### src/rtl/hazard_detection.sv
// ID-stage hazard/stall controller: load-use, branch-operand and MUL/DIV occupancy stalls.
// Optional stall statistics counter built only when HAZARD_STATS_EN is defined.
module hazard_detection #(
  parameter int MUL_LAT = 4,
  parameter int DIV_LAT = 32,
  parameter int CNT_W   = 6
) (
  input  logic        clk,
  input  logic        rst,
  input  logic [4:0]  IDRs,
  input  logic [4:0]  IDRt,
  input  logic        IDUsesRs,
  input  logic        IDUsesRt,
  input  logic        IDBranch,
  input  logic        IDReadsHiLo,
  input  logic        IDMulDiv,
  input  logic        BranchTaken,
  input  logic [4:0]  EXRd,
  input  logic        EXRegWrite,
  input  logic        EXMemRead,
  input  logic [4:0]  MEMRd,
  input  logic        MEMMemRead,
  input  logic        MulDivStart,
  input  logic        MulDivIsDiv,
  output logic        PCWrite,
  output logic        IFIDWrite,
  output logic        IDEXBubble,
  output logic        IFIDFlush,
  output logic        MulDivBusy,
  output logic        MulDivDone,
  output logic [31:0] StallCount
);

  typedef enum logic {IDLE, BUSY} md_state_t;

  localparam logic [CNT_W-1:0] MUL_M1 = CNT_W'(MUL_LAT - 1);
  localparam logic [CNT_W-1:0] DIV_M1 = CNT_W'(DIV_LAT - 1);

  md_state_t        state, state_nxt;
  logic [CNT_W-1:0] cnt, cnt_nxt;
  logic             ex_rs, ex_rt, mem_rs, mem_rt;
  logic             load_use, br_ex, br_mem, md_haz, stall;

  // Register-0 destinations never create a dependence.
  assign ex_rs  = (EXRd  != 5'd0) && (EXRd  == IDRs) && IDUsesRs;
  assign ex_rt  = (EXRd  != 5'd0) && (EXRd  == IDRt) && IDUsesRt;
  assign mem_rs = (MEMRd != 5'd0) && (MEMRd == IDRs) && IDUsesRs;
  assign mem_rt = (MEMRd != 5'd0) && (MEMRd == IDRt) && IDUsesRt;

  assign load_use = EXMemRead & (ex_rs | ex_rt);
  assign br_ex    = IDBranch & EXRegWrite & (ex_rs | ex_rt);
  assign br_mem   = IDBranch & MEMMemRead & (mem_rs | mem_rt);
  assign md_haz   = MulDivBusy & (IDReadsHiLo | IDMulDiv);
  assign stall    = load_use | br_ex | br_mem | md_haz;

  assign PCWrite    = ~stall;
  assign IFIDWrite  = ~stall;
  assign IDEXBubble = stall;
  // A taken branch seen while stalled is resolved again once operands arrive.
  assign IFIDFlush  = BranchTaken & ~stall;

  assign MulDivBusy = (state == BUSY);

  always_comb begin
    state_nxt  = state;
    cnt_nxt    = cnt;
    MulDivDone = 1'b0;
    case (state)
      IDLE: begin
        if (MulDivStart) begin
          state_nxt = BUSY;
          cnt_nxt   = MulDivIsDiv ? DIV_M1 : MUL_M1;
        end
      end
      BUSY: begin
        if (cnt != '0) begin
          cnt_nxt = cnt - 1'b1;
        end else begin
          MulDivDone = 1'b1;
          if (MulDivStart) cnt_nxt = MulDivIsDiv ? DIV_M1 : MUL_M1;
          else             state_nxt = IDLE;
        end
      end
      default: state_nxt = IDLE;
    endcase
  end

  always_ff @(posedge clk) begin
    if (rst) begin
      state <= IDLE;
      cnt   <= '0;
    end else begin
      state <= state_nxt;
      cnt   <= cnt_nxt;
    end
  end

`ifdef HAZARD_STATS_EN
  logic [31:0] stall_cnt;

  always_ff @(posedge clk) begin
    if (rst)                                 stall_cnt <= '0;
    else if (stall && stall_cnt != '1)       stall_cnt <= stall_cnt + 32'd1;
  end

  assign StallCount = stall_cnt;
`else
  assign StallCount = '0;
`endif

endmodule
### config.mk
export PLATFORM = sky130hd
export DESIGN_NAME = hazard_detection
export DESIGN_NICKNAME = d
export VERILOG_FILES = /design/src/rtl/hazard_detection.sv
export SDC_FILE = /design/constraint.sdc
export NUM_CORES = 1
export LEC_CHECK = 0
export CAP_MARGIN = 0
export CORE_MARGIN = 2
export CORE_UTILIZATION = 33
export DETAILED_ROUTE_END_ITERATION = 7
export GPL_TIMING_DRIVEN = 0
export PLACE_DENSITY = 0.85
export RECOVER_POWER = 25
export SYNTH_ARGS = -nofsm -noshare
export SYNTH_HDL_FRONTEND = slang
export SYNTH_SLANG_ARGS = --single-unit
### constraint.sdc
create_clock -name clk -period 2.4 [get_ports clk]
set_clock_uncertainty 0.2 [all_clocks]
set_input_delay 0.48 -clock clk [delete_from_list [all_inputs] [get_ports clk]]
set_output_delay 0.48 -clock clk [all_outputs]
set_load 0.02 [all_outputs]
==> key figures, run 1 <==
Logic synthesis
  – Async SR Flop Fraction: 0%
  – Most common cell in the netlist: buf_4
  – Post-synth cell types: 31
  – Synth cell count leaders: 33 x buf_4, 20 x xnor2_1, 7 x dfxtp_1
  – FF+latch count, synth: 7
  – Synth Instances: roughly 110
  – Number of synthesized flops with an enable pin: 0
  – Synth top area cells: buf_4 27%, xnor2_1 19%, dfxtp_1 15%
  – Ys Warns: 0
  – Sequential share of the synthesized area: between 10% and 20%
  – Avg Inst Size Synth: roughly 8 µm²
  – Post-synth top flop: dfxtp_1
  – Synthesized cell area: approximately 900 µm²
  – Yosys top cell by area: buf_4
  – Top cell type's share of synthesized area: a little over a quarter

Power
  – Pleak: about 0.79 nW
  – Seq pwr share: 26.0%
  – Power density over cell area: roughly 360 nW/µm²
  – Internal power: roughly 350 µW
  – Net Sw Power: about 210 µW
  – Maximum vdd drop: 0.341 mV
  – Sw frac: 37.4%
  – Logic pwr share: around 55%
  – Clock Power Share: between 10% and 20%

Place
  – IO Port Bufs: 38
  – Placer Congestion: 0.852
  – DP Wirelength: roughly 1900 µm
  – Dpl cells: ~210

Finish
  – Layout cell share with drive strength beyond 1: between 20% and 30%
  – Area delta synth->final: 69.2%
  – Nets: 225
  – Antenna Cells: 0
  – Cell Count, Final, Fillers Out: between 200 and 250
  – Post-layout util: between 50% and 60%

Setup path
  – Slack of the worst reg-to-reg path: about 160 ps
  – CP Capture Type: output port
  – Worst R2R End: cnt[4]
  – Worst-path maximum fanout: 4
  – FF-to-FF path depth: 6
  – Critical path origin: MEMRd[2]
  – Worst reg2reg path startpoint: cnt[0]
  – Req. time, crit path: about 1700 ps
  – CP startpoint kind: primary input
  – CP endpoint: IFIDFlush
  – Setup CP Type: primary input to output port
  – Critical Path AT: 1900 ps

Timing
  – Worst-margin pin slew: between 700 and 800 ps
  – Final worst slack: -179 ps
  – Slew headroom: about 50%
  – Fin. max-slew vios: 0
  – Final period utilization: 107%
  – Final setup viols: 4
  – Period minus WS final: approximately 2600 ps
  – RSZ-0062 raised after global routing: true
  – Fmax: ~0.39 GHz
  – Final Hold Fails: 0
  – Setup_tns: -586 ps

CTS
  – Clock sink count: 7
  – Number of H-tree levels: 1
  – Reg clk slew, reported paths: 50 ps
  – Root Driver: clkbuf_4
  – CTS buffer count: 3
  – CTS tree: done
  – CTS Buffer Depth: 2
  – Worst-Skew Late Latency: around 250 ps

Detailed routing
  – Via/cell ratio: between 4 and 5
  – Avg WL per Cell: 10.5 µm
  – Detailed router's first-iteration violation count: 24
  – Post-DRT Antenna Nets: 0
  – DR pass1 iterations: 4
  – Vias: 920
  – DRC Markers: 0
  – Post-Route WL: roughly 2300 µm

Floorplan
  – Die height: 56.6 µm
  – Die Wd: between 50 and 60 µm
  – Placement Rows: 19
  – Die area: around 3200 µm²
  – Core Region: 2690 µm²
  – Initial Util: 34.0%
  – Top-Level Pins: 71

Worst hold path
  – Worst hold path class: flip-flop to flip-flop

GRT
  – Vias in the first global route: about 850
  – Gr ovfl total: 0
  – Global-route wire length before repair: roughly 3700 µm
  – Met3 usage: around 2.1%
  – Pin count of the biggest net entering global routing: 8
  – Most Crowded Layer GR: met2
  – Initial antenna violation count: 0
  – GR Util met1: roughly 17%
  – Grt met2 use: between 20% and 30%
  – GRT Util Overall: roughly 14%

Job
  – Maximum Capacitance Violations: 0

Status
  – Status: complete, but fails checks
  – Failing checks: setup timing
kinds of logic (layout without fill, tap and decap cells):
| group | count (synthesis) | count (layout) | share of synthesized area, % |
|---|---|---|---|
| adder cells (fa/ha/maj) | 2 | 2 | 2.74 |
| AO/OA/AOI/OAI | 20 | 20 | 17.4 |
| other | 1 | 32 | 0.410 |
| flip-flops | 7 | 7 | 15.3 |
| AND/OR/NAND/NOR | 27 | 27 | 16.3 |
| XOR/XNOR | 20 | 20 | 19.2 |
| buffers and inverters | 37 | 81 | 28.7 |
flip-flops by register name, summed over array words and instances, names as in the netlist:
signal      cells
MulDivBusy      1
cnt             6
through the flow:
step / power [mW] / area, µm² / setup WS [ps] / hold slack, ps
2_1_floorplan: 0.340 / 1040 / -67.9 / 280
3_3_place_gp: 0.438 / 1460 / -1020 / 302
3_5_place_dp: 0.443 / 1460 / -1020 / 314
4_1_cts: 0.557 / 1520 / -222 / 323
5_1_grt: 0.598 / 1550 / -223 / 377
6_report: 0.557 / 1550 / -179 / 326
placed cells by master, fill, tap and decap left out, types with 2 or more instances in the layout:
cell type	Yosys	layout
dlygate4sd2_1	0	11
o21ai_1	2	2
conb_1	1	32
buf_4	33	35
o22ai_2	0	2
xnor2_1	20	20
or3_1	4	4
buf_6	0	5
clkbuf_4	0	3
clkdlybuf4s50_1	0	13
dlymetal6s2s_1	0	7
nand2_1	4	4
dfxtp_1	7	7
ha_1	2	2
a31oi_1	3	3
inv_1	4	4
nor3_1	3	2
nand4_1	4	4
nor2_1	5	5
timing repair:
item	4_1_cts	5_1_grt
hold buffers	0	0
buffers inserted	2	0
pin swaps	4	3
endpoints found under the setup margin	5	4
resized for setup	55	10
routing by layer:
| metal | vias to the layer above | share of wire (%) |
|---|---|---|
| met5 | - | 0 |
| met4 | 0 | 0.91 |
| met3 | 5 | 7.3 |
| met2 | 41 | 51 |
| met1 | 387 | 41 |
| li1 | 487 | - |
area by class of cell:
type                    instances  area [µm²]
plain buffers                  33         248
flip-flops and latches          7         140
fillers                       245        1140
clock buffers                   4        26.3
inverters                       4        15.0
well taps                      31        38.8
multi-input cells             101         674
repair buffers                 40         405
worst min-delay path by stage:
| stage | start | to | slack [ps] | depth (start not counted) |
|---|---|---|---|---|
| floorplan | cnt[0] | cnt[0] | 280 | 2 |
| global placement | cnt[0] | cnt[0] | 300 | 2 |
| detailed placement | cnt[0] | cnt[0] | 310 | 2 |
| CTS | cnt[0] | cnt[0] | 320 | 2 |
| global route | cnt[0] | cnt[0] | 380 | 2 |
| finish | cnt[0] | cnt[0] | 330 | 2 |
worst max-delay path, cell delays in order:
cell and delay, ps:
buf_8 90, or3_1 380, o311a_1 330, a221oi_4 320, and2_4 190, buf_6 110
power groups by stage:
stage / clock, mW / combinational, mW / sequential (mW)
final: 0.108 / 0.304 / 0.145
after global routing: 0.120 / 0.331 / 0.147
after CTS: 0.109 / 0.304 / 0.144
after detailed placement: 0 / 0.298 / 0.145
after global placement: 0 / 0.294 / 0.144
after floorplan: 0 / 0.197 / 0.143
Note: power is estimated with default switching activity, not from simulation.
==> run 2, diff against run 1 <==
--- a/config.mk
+++ b/config.mk
@@ -10,6 +10,7 @@
 export CORE_UTILIZATION = 33
 export DETAILED_ROUTE_END_ITERATION = 7
 export GPL_TIMING_DRIVEN = 0
+export MAX_ROUTING_LAYER = met4
 export PLACE_DENSITY = 0.85
 export RECOVER_POWER = 25
 export SYNTH_ARGS = -nofsm -noshare
==> key figures, run 2 (synthesis gave the netlist of run 1 again) <==
Finish
  – Layout cell share with drive strength beyond 1: 28.0%
  – Antenna Cells: 0
  – Commonest non-fill, non-tap cell in the layout: buf_4
  – Area delta synth->final: 69.2%
  – Nets: 225
  – Design area: 1550 µm²
  – Fillers: ~250
  – Most flops, register: cnt
  – Number of flip-flops in the largest register: 6
  – Post-layout util: between 50 and 60%
  – Highest-count cells in the layout ignoring fill and taps: 35 x buf_4, 32 x conb_1, 20 x xnor2_1, 13 x clkdlybuf4s50_1, 11 x dlygate4sd2_1

Detailed routing
  – DRC Markers: 0
  – DR pass1 iterations: 4
  – Avg WL per Cell: 10.5 µm
  – Post-Route WL: between 2000 and 2500 µm
  – Post-DRT Antenna Nets: 0
  – Detailed router's first-iteration violation count: 25
  – Vias: 920
  – Via/cell ratio: approximately 4.2

Power
  – Seq pwr share: around a quarter
  – Logic pwr share: between 50% and 60%
  – Clock Power Share: between 10% and 20%
  – Net Sw Power: 208 µW
  – Sw frac: between 30% and 40%
  – Pleak: 0.787 nW
  – Internal power: roughly 350 µW
  – Maximum vdd drop: 0.341 mV
  – Overall power: around 560 µW
  – Power density over cell area: 360 nW/µm²

Place
  – DP Wirelength: about 1900 µm
  – IO Port Bufs: 38
  – Placed Area: roughly 1500 µm²
  – Placer Congestion: just under 0.9

Setup path
  – CP cell instances: buf_8 -> or3_1 -> o311a_1 -> a221oi_4 -> and2_4 -> buf_6
  – Req. time, crit path: 1720 ps
  – Worst R2R End: cnt[4]
  – Slack of the worst reg-to-reg path: 160 ps
  – CP startpoint kind: primary input
  – Setup CP Type: primary input to output port
  – Crit path max-delay family: compound AO/OA/AOI/OAI gates
  – Worst-path maximum fanout: 4
  – Crit path max-delay cell type: or3_1
  – FF-to-FF path depth: 6
  – Critical Path AT: 1900 ps
  – CP bufs+invs: 2
  – CP Capture Type: output port
  – Worst reg2reg path startpoint: cnt[0]
  – Crit-path max cell delay: around 380 ps

Worst hold path
  – Hold EP: cnt[0]
  – Hold Crit Start: cnt[0]
  – Hold Crit Depth: 2
  – Worst hold path class: flip-flop to flip-flop

GRT
  – Pin count of the biggest net entering global routing: 8
  – Initial antenna violation count: 0
  – Global-route wire length before repair: between 3000 and 4000 µm
  – Gr ovfl total: 0
  – GRT Util Overall: between 10% and 20%
  – Vias in the first global route: 850

Floorplan
  – Die height: ~57 µm
  – Placement Rows: 19
  – Die Wd: between 50 and 60 µm
  – Core Region: 2690 µm²
  – Die area: ~3200 µm²
  – Top-Level Pins: 71
  – Initial Util: around a third

Timing
  – Fmax: roughly 0.39 GHz
  – Final setup viols: 4
  – Slew headroom: around half
  – Setup_tns: -586 ps
  – Final period utilization: 107%
  – Fin. max-slew vios: 0
  – Final worst slack: -179 ps
  – Period minus WS final: between 2000 and 3000 ps
  – Worst-margin pin slew: approximately 740 ps
  – Final Hold Fails: 0
  – RSZ-0062 raised after global routing: true

Status
  – Status: complete, but fails checks
  – Failing checks: setup timing

Job
  – Maximum Capacitance Violations: 0

CTS
  – CTS tree: done
  – Reg clk slew, reported paths: 50 ps
  – CTS buffer count: 3
  – Hold buffer count at cts: 0
  – Root Driver: clkbuf_4
  – Clock sink count: 7
  – Number of H-tree levels: 1
  – CTS Buffer Depth: 2
  – Worst-Skew Late Latency: approximately 250 ps
==> run 2: cell counts in the layout (fill, tap and decap cells not counted) <==
Identical to the previous run, type by type.
==> run 2: worst max path at each step <==
stage          startpoint         to  slack, ps  cells after the start
3_5_place_dp     MEMRd[0]  IFIDFlush      -1020                      6
2_1_floorplan    MEMRd[0]  IFIDFlush        -70                      4
5_1_grt          MEMRd[2]  IFIDFlush       -220                      6
3_3_place_gp     MEMRd[0]  IFIDFlush      -1020                      6
4_1_cts          MEMRd[2]  IFIDFlush       -220                      6
6_report         MEMRd[2]  IFIDFlush       -180                      6
==> run 2: worst min-delay path, delay by kind of cell (launching register included) <==
kind | cells | cell delay, ps
buffers and inverters | 1 | 90
AOI/OAI and AO/OA | 1 | 70
DFF | 1 | 320
==> run 2: timing repair <==
item	CTS	global route
pin swaps	4	3
setup buffers	2	0
endpoints found under the setup margin	5	4
resized for setup	55	10
gates cloned	0	0
==> run 2: power groups by stage <==
| stage | registers, mW | logic (mW) | clock network [mW] |
|---|---|---|---|
| floorplan | 0.143 | 0.197 | 0 |
| global placement | 0.144 | 0.294 | 0 |
| detailed placement | 0.145 | 0.298 | 0 |
| CTS | 0.144 | 0.304 | 0.109 |
| global route | 0.147 | 0.331 | 0.120 |
| finish | 0.145 | 0.304 | 0.108 |
==> run 2: per-layer routing <==
layer  wire, µm  GRT usage (%)  up-vias
li1           -              -      487
met1        948           17.1      387
met2       1170           25.6       41
met3        168           2.07        5
met4         21           3.06        0
met5          0              -        -
==> run 2: cell type report <==
class	instances	area [µm²]	area share (%)
multi-input cells	101	674	43.6
well taps	31	38.8	2.51
repair buffers	40	405	26.2
clock buffers	4	26.3	1.70
plain buffers	33	248	16.0
flip-flops and latches	7	140	9.05
inverters	4	15.0	0.970
==> run 2: through the flow <==
step | instances | setup slack [ps] | hold WS [ps]
3_5_place_dp | 214 | -1020 | 314
6_report | 220 | -179 | 326
5_1_grt | 220 | -223 | 377
3_3_place_gp | 214 | -1020 | 302
4_1_cts | 220 | -222 | 323
2_1_floorplan | 145 | -67.9 | 280
==> run 3, diff against run 2 <==
--- a/config.mk
+++ b/config.mk
@@ -7,11 +7,11 @@
 export LEC_CHECK = 0
 export CAP_MARGIN = 0
 export CORE_MARGIN = 2
-export CORE_UTILIZATION = 33
+export CORE_UTILIZATION = 31
 export DETAILED_ROUTE_END_ITERATION = 7
 export GPL_TIMING_DRIVEN = 0
 export MAX_ROUTING_LAYER = met4
-export PLACE_DENSITY = 0.85
+export PLACE_DENSITY = 0.81
 export RECOVER_POWER = 25
 export SYNTH_ARGS = -nofsm -noshare
 export SYNTH_HDL_FRONTEND = slang
==> key figures, run 3 (synthesis gave the netlist of run 1 again) <==
Setup path
  – Critical Path AT: 1860 ps
  – Worst R2R End: cnt[2]
  – Slack of the worst reg-to-reg path: around 470 ps
  – Setup CP Type: primary input to output port
  – Worst-path maximum fanout: 4
  – Req. time, crit path: about 1700 ps
  – CP Capture Type: output port
  – CP startpoint kind: primary input
  – FF-to-FF path depth: 5
  – Worst reg2reg path startpoint: cnt[4]

GRT
  – Global-route wire length before repair: around 3600 µm
  – Gr ovfl total: 0
  – GRT Util Overall: 14.0%
  – Vias in the first global route: 853
  – Initial antenna violation count: 0
  – Pin count of the biggest net entering global routing: 8

Floorplan
  – Top-Level Pins: just over 70
  – Placement Rows: 19
  – Core Region: approximately 2800 µm²
  – Die area: roughly 3400 µm²
  – Die Wd: 58.3 µm
  – Initial Util: between 30% and 40%
  – Die height: roughly 58 µm

Detailed routing
  – Max Used Layer: met4
  – Avg WL per Cell: about 11 µm
  – Detailed router's first-iteration violation count: 28
  – Post-DRT Antenna Nets: 0
  – Wire length on met2: between 1000 and 1500 µm
  – Via/cell ratio: around 4.2
  – WL met3: 198 µm
  – Post-Route WL: 2440 µm
  – DR pass1 iterations: 4
  – Vias: 931
  – Metal-1 WL: around 880 µm
  – DRC Markers: 0

Power
  – Sw frac: a little under two fifths
  – Overall power: roughly 560 µW
  – Clock Power Share: roughly a fifth
  – Logic pwr share: a little over half
  – Power density over cell area: approximately 360 nW/µm²
  – Seq pwr share: 25.3%
  – Pleak: between 0.8 and 0.9 nW
  – Maximum vdd drop: between 0.3 and 0.4 mV
  – Internal power: 346 µW
  – Net Sw Power: between 200 and 250 µW

Finish
  – Most flops, register: cnt
  – Nets: around 230
  – Cell Count, Final, Fillers Out: 220
  – Number of flip-flops in the largest register: 6
  – Post-layout util: between 50% and 60%
  – Commonest non-fill, non-tap cell in the layout: buf_4
  – Area delta synth->final: 70.2%
  – Layout cell share with drive strength beyond 1: between 20% and 30%
  – Fillers: between 200 and 300
  – Antenna Cells: 0
  – Highest-count cells in the layout ignoring fill and taps: 35 x buf_4, 32 x conb_1, 20 x xnor2_1, 12 x clkdlybuf4s50_1, 10 x dlymetal6s2s_1

Timing
  – Final Hold Fails: 0
  – Final period utilization: 106%
  – Slew headroom: approximately 64%
  – RSZ-0062 raised after global routing: true
  – Setup_tns: -423 ps
  – Final setup viols: 4
  – Period minus WS final: between 2000 and 3000 ps
  – Final worst slack: -135 ps
  – Fmax: between 0.3 and 0.4 GHz
  – Worst-margin pin slew: approximately 540 ps
  – Fin. max-slew vios: 0

Worst hold path
  – Hold Crit Start: cnt[0]
  – Worst hold path class: flip-flop to flip-flop
  – Hold Crit Depth: 2
  – Hold EP: cnt[0]

Place
  – Placer Congestion: approximately 0.86
  – IO Port Bufs: 38
  – Dpl cells: 214
  – DP Wirelength: between 1500 and 2000 µm
  – Dpl ws: -1060 ps

CTS
  – CTS Buffer Depth: 2
  – Reg clk slew, reported paths: ~50 ps
  – Root Driver: clkbuf_4
  – CTS buffer count: 3
  – Number of H-tree levels: 1
  – Hold buffer count at cts: 0
  – Worst-Skew Late Latency: around 260 ps
  – CTS tree: done
  – Clock sink count: 7

Status
  – Status: complete, but fails checks
  – Failing checks: setup timing

Job
  – Maximum Capacitance Violations: 0
[run 3: repair_timing]
action,4_1_cts,5_1_grt
resized for setup,53,13
endpoints found under the setup margin,5,4
pin swaps,4,6
setup buffers,1,1
hold endpoints to repair,0,0
[run 3: worst max-delay path, cell delays in order]
cell and delay (ps):
buf_8 90, or3_4 380, o311a_4 320, a221oi_4 280, and2_4 190, buf_6 110
[run 3: metrics by stage]
step                      hold slack [ps]  area, µm²
final                                 321       1560
after global routing                  353       1560
after CTS                             317       1530
after detailed placement              311       1460
after global placement                301       1460
after floorplan                       280       1040
[run 3: layout make-up]
class | count | area [µm²] | share of cell area, %
plain buffers | 33 | 248 | 15.9
clock buffers | 4 | 26.3 | 1.69
inverters | 4 | 15.0 | 0.965
multi-input cells | 101 | 679 | 43.6
flip-flops and latches | 7 | 140 | 9.00
well taps | 31 | 38.8 | 2.49
repair buffers | 40 | 409 | 26.3
[run 3: how the worst max path moves through the flow]
stage,slack [ps],endpoint,depth (start not counted),startpoint
floorplan,-70,IFIDFlush,4,MEMRd[0]
global placement,-1040,IFIDFlush,6,MEMRd[0]
detailed placement,-1060,IFIDFlush,6,MEMRd[0]
CTS,-220,IFIDFlush,6,MEMRd[2]
global route,-180,IFIDFlush,6,MEMRd[2]
finish,-140,IFIDFlush,6,MEMRd[2]
[run 3: per-layer routing]
layer | vias up | track usage, %
met5 | - | -
met4 | 0 | 5.98
met3 | 4 | 2.20
met2 | 38 | 24.9
met1 | 409 | 15.3
li1 | 480 | -
[run 3: power by group through the flow]
stage	registers, mW	clock network, mW	logic (mW)
global placement	0.144	0	0.296
detailed placement	0.144	0	0.299
CTS	0.144	0.114	0.304
floorplan	0.143	0	0.197
global route	0.143	0.120	0.329
finish	0.142	0.112	0.306
==> RTL change 1: new RTL, settings of run 2 <==
The option `HAZARD_STATS_EN` is turned on by a define.
--- a/src/rtl/hazard_detection.sv
+++ b/src/rtl/hazard_detection.sv
@@ -1,5 +1,7 @@
 // ID-stage hazard/stall controller: load-use, branch-operand and MUL/DIV occupancy stalls.
 // Optional stall statistics counter built only when HAZARD_STATS_EN is defined.
+`define HAZARD_STATS_EN
+
 module hazard_detection #(
   parameter int MUL_LAT = 4,
   parameter int DIV_LAT = 32,
Function: changed (a bounded check fails within 4 cycles, from zero or initial values and one cycle with rst high).
==> RTL change 1 against run 2 <==
The run still ends with negative setup slack left. First-iteration DRC count grew to 9.5 times the old value. Wire length grew to 4.2 times the old value. Sequential cell count up 32. Design area increased to 2.6 times the old value. Total power rose to 2.6 times the old value. Area after synthesis rose to 2.5 times the old value. Clock power grew to 4.2 times the old value. Hold slack worse by 0.047 ns. Worst setup slack lost 0.36 ns. Largest power group is now sequential cells.
==> RTL change 1: results (changes against run 2) <==
metric;value;unit;change
final number of setup-violating endpoints;36;;was 4
xor/xnor share of the synthesized area;0.0803;;was 0.192
vias in the first global route;2699;;was 850
vias per cell;6.12;;was 4.18
Finished Cell Area;4100;µm²;was 1550 µm²
footprint of the multi-input gates;1790;µm²;was 674 µm²
buffering overhead;0.307;;was 0.422
post-route setup slack;-0.539;ns;was -0.179 ns
failing checks;negative setup slack;;unchanged
DR WL met3;554;µm;was 168 µm
Layout fillers;516;;was 245
CTS H-tree lvls;2;;was 1
Clock Tree Root;clkbuf_8;;was clkbuf_4
met3 Use GR;0.0370;;was 0.0207
Post-CTS Setup Bufs;14;;was 2
routed length on met1;3640;µm;was 948 µm
#MultiIn Comb;218;;was 101
sequential area share after synthesis;0.341;;was 0.153
setup TNS;-9.66;ns;was -0.586 ns
Comb group;0.340;mW;was 0.304 mW
Inverters;10;;was 4
grt met1 use;0.239;;was 0.171
post_cts resized;163;;was 55
Clock power frac;0.311;;was 0.194
first-pass GRT wire length;12900;µm;was 3660 µm
initial DRC count;238;;was 25
max reg flops;32;;was 6
clock buffers;5;;was 4
met2 wire len;5070;µm;was 1170 µm
GP Congestion;0.912;;was 0.865
Crit path max-delay family;simple AND/OR/NAND/NOR gates;;was compound AO/OA/AOI/OAI gates
Internal;1.02;mW;was 0.349 mW
Critical-path top delay cell;a211o_1;;was or3_1
status;finished, violations left;;unchanged
P_clk;0.457;mW;was 0.108 mW
Reg clk slew, reported paths;0.08;ns;was 0.05 ns
clk tree area frac;0.0204;;was 0.0170
Detailed Place HPWL;5110;µm;was 1860 µm
Yosys cell types;42;;was 31
Skew-Pair Late Insertion Delay;0.31;ns;was 0.25 ns
Detailed Routing Iterations Pass 1;5;;was 4
GRT Resource Usage Total;0.219;;was 0.144
post-layout util;0.607;;was 0.576
placed inst area;3160;µm²;was 1460 µm²
Area contributors post-synth;dfxtp_1 34%, or4_1 7.9%, a21oi_1 7.4%;;was buf_4 27%, xnor2_1 19%, dfxtp_1 15%
Nets;436;;was 225
[RTL change 1: cell types whose count changed after synthesis, moves of 6 or more]
cell      change
clkbuf_1      +8
or4_1        +24
a21oi_1      +32
o21ai_0      +10
o31ai_1      +22
nand3_1      +19
inv_1         +6
nor2_1       +14
dfxtp_1      +32
xnor2_1      -15
nand2_1      +10
buf_4        -29
xor2_1       +16
[RTL change 1: kinds of logic after synthesis]
family          Yosys count
buf+inv                  26
fa+ha+maj                 3
compound gates           77
simple gates            113
flops                    39
xor+xnor                 21
mux                       4
[RTL change 1: path summary, 6_finish.rpt]
path	to	cells past startpoint	startpoint	slack, ns
max	IFIDFlush	10	EXRd[0]	-0.54
min	StallCount[9]$_SDFFE_PP0P_	2	StallCount[9]$_SDFFE_PP0P_	0.28
max reg2reg	StallCount[25]$_SDFFE_PP0P_	11	StallCount[6]$_SDFFE_PP0P_	-0.22
min reg2reg	StallCount[9]$_SDFFE_PP0P_	2	StallCount[9]$_SDFFE_PP0P_	0.28
==> RTL change 2: new RTL, config.mk and constraints of run 2 <==
Without the edit above. Register the input `MulDivIsDiv` before use. The logic sees it one clock later. The other inputs are not delayed to match.
--- a/src/rtl/hazard_detection.sv
+++ b/src/rtl/hazard_detection.sv
@@ -36,6 +36,12 @@
   localparam logic [CNT_W-1:0] MUL_M1 = CNT_W'(MUL_LAT - 1);
   localparam logic [CNT_W-1:0] DIV_M1 = CNT_W'(DIV_LAT - 1);
 
+  logic MulDivIsDiv_q;
+
+  always_ff @(posedge clk) begin
+    MulDivIsDiv_q <= MulDivIsDiv;
+  end
+
   md_state_t        state, state_nxt;
   logic [CNT_W-1:0] cnt, cnt_nxt;
   logic             ex_rs, ex_rt, mem_rs, mem_rt;
@@ -69,7 +75,7 @@
       IDLE: begin
         if (MulDivStart) begin
           state_nxt = BUSY;
-          cnt_nxt   = MulDivIsDiv ? DIV_M1 : MUL_M1;
+          cnt_nxt   = MulDivIsDiv_q ? DIV_M1 : MUL_M1;
         end
       end
       BUSY: begin
@@ -77,7 +83,7 @@
           cnt_nxt = cnt - 1'b1;
         end else begin
           MulDivDone = 1'b1;
-          if (MulDivStart) cnt_nxt = MulDivIsDiv ? DIV_M1 : MUL_M1;
+          if (MulDivStart) cnt_nxt = MulDivIsDiv_q ? DIV_M1 : MUL_M1;
           else             state_nxt = IDLE;
         end
       end
Function: changed (a bounded check fails within 10 cycles, from zero or initial values and one cycle with rst high).
==> RTL change 2 against run 2 <==
The run still ends with negative setup slack left. Area after synthesis up 2.3%. Total power up 0.45%. Wire length down 5.0%. Cell count up 1.4%. Design area up 2.2%. First-iteration DRC count down 44%. Worst setup slack better by 0.040 ns. Sequential cell count up 1.
==> RTL change 2: results (changes against run 2) <==
metric;value;unit;change
status;finished, violations left;;unchanged
failing checks;negative setup slack;;unchanged
GRT Resource Usage Total;0.141;;was 0.144
sequential area share after synthesis;0.171;;was 0.153
worst hold start;MulDivIsDiv_q$_DFF_P_;;was cnt[0]$_SDFF_PP0_
buffering overhead;0.419;;was 0.422
non-filler cells, final;223;;was 220
final number of setup-violating endpoints;4;;unchanged
vias in the first global route;876;;was 850
Synth Area in Compound Gates;0.144;;was 0.174
#MultiIn Comb;102;;was 101
first-pass GRT wire length;3560;µm;was 3660 µm
initial DRC count;14;;was 25
footprint of the multi-input gates;676;µm²;was 674 µm²
clk tree area frac;0.0142;;was 0.0170
pin count of the biggest net entering global routing;11;;was 8
Worst EP arrival;1.86;ns;was 1.90 ns
Reg area;160;µm²;was 140 µm²
Area contributors post-synth;buf_4 26%, xnor2_1 20%, dfxtp_1 17%;;was buf_4 27%, xnor2_1 19%, dfxtp_1 15%
Critical-path top delay cell;or3_4;;was or3_1
reg2reg path depth;7;;was 6
drt wl/cell;9.83;µm;was 10.5 µm
WHS Endpoint;cnt[4]$_SDFF_PP0_;;was cnt[0]$_SDFF_PP0_
Yosys cell types;32;;was 31
clock sinks;8;;was 7
GP Congestion;0.860;;was 0.865
clock buffers;3;;was 4
R2R Setup Slk;0.51;ns;was 0.16 ns
Nets;229;;was 225
CP startpoint;MEMRd[1];;was MEMRd[2]
Detailed Place HPWL;1920;µm;was 1860 µm
Cell Pwr Density;354;nW/µm²;was 360 nW/µm²
Placed Cells;219;;was 214
Avg Inst Size Synth;7.86;µm²;was 8.02 µm²
post-synthesis mux area share;0.0120;;was 0
ratio of cells with drive above 1 in the final layout;0.276;;was 0.280
pre-CTS WS;-1.06;ns;was -1.02 ns
post-route setup slack;-0.139;ns;was -0.179 ns
Internal;0.356;mW;was 0.349 mW
Layout fillers;251;;was 245
vias per cell;4.15;;was 4.18
placed inst area;1490;µm²;was 1460 µm²
RTL change 2: cell count changes in the layout (fill, tap and decap cells not counted), sizes merged, moves of 2 or more:
cell	change
or3	-3
inv	+2
dlygate4sd2	-5
nor2	+2
dlymetal6s2s	+5
RTL change 2: power groups by stage:
stage / sequential (mW) / combinational, mW / clock, mW
after detailed placement: 0.161 / 0.298 / 0
final: 0.158 / 0.302 / 0.0989
after floorplan: 0.159 / 0.196 / 0
after global placement: 0.160 / 0.295 / 0
after global routing: 0.161 / 0.329 / 0.107
after CTS: 0.158 / 0.302 / 0.102
RTL change 2: layer usage:
metal / routed length [µm] / track usage / vias up
met5: 0 / - / -
met4: 14 / 0.0598 / 0
met3: 184 / 0.0181 / 2
met2: 1240 / 0.263 / 43
met1: 756 / 0.146 / 395
li1: - / - / 485
RTL change 2: what timing repair did:
item / in CTS / in global routing
hold buffers: 0 / 0
gates resized for setup: 49 / 15
endpoints found under the setup margin: 4 / 5
pin swaps: 5 / 3
buffers inserted: 1 / 0
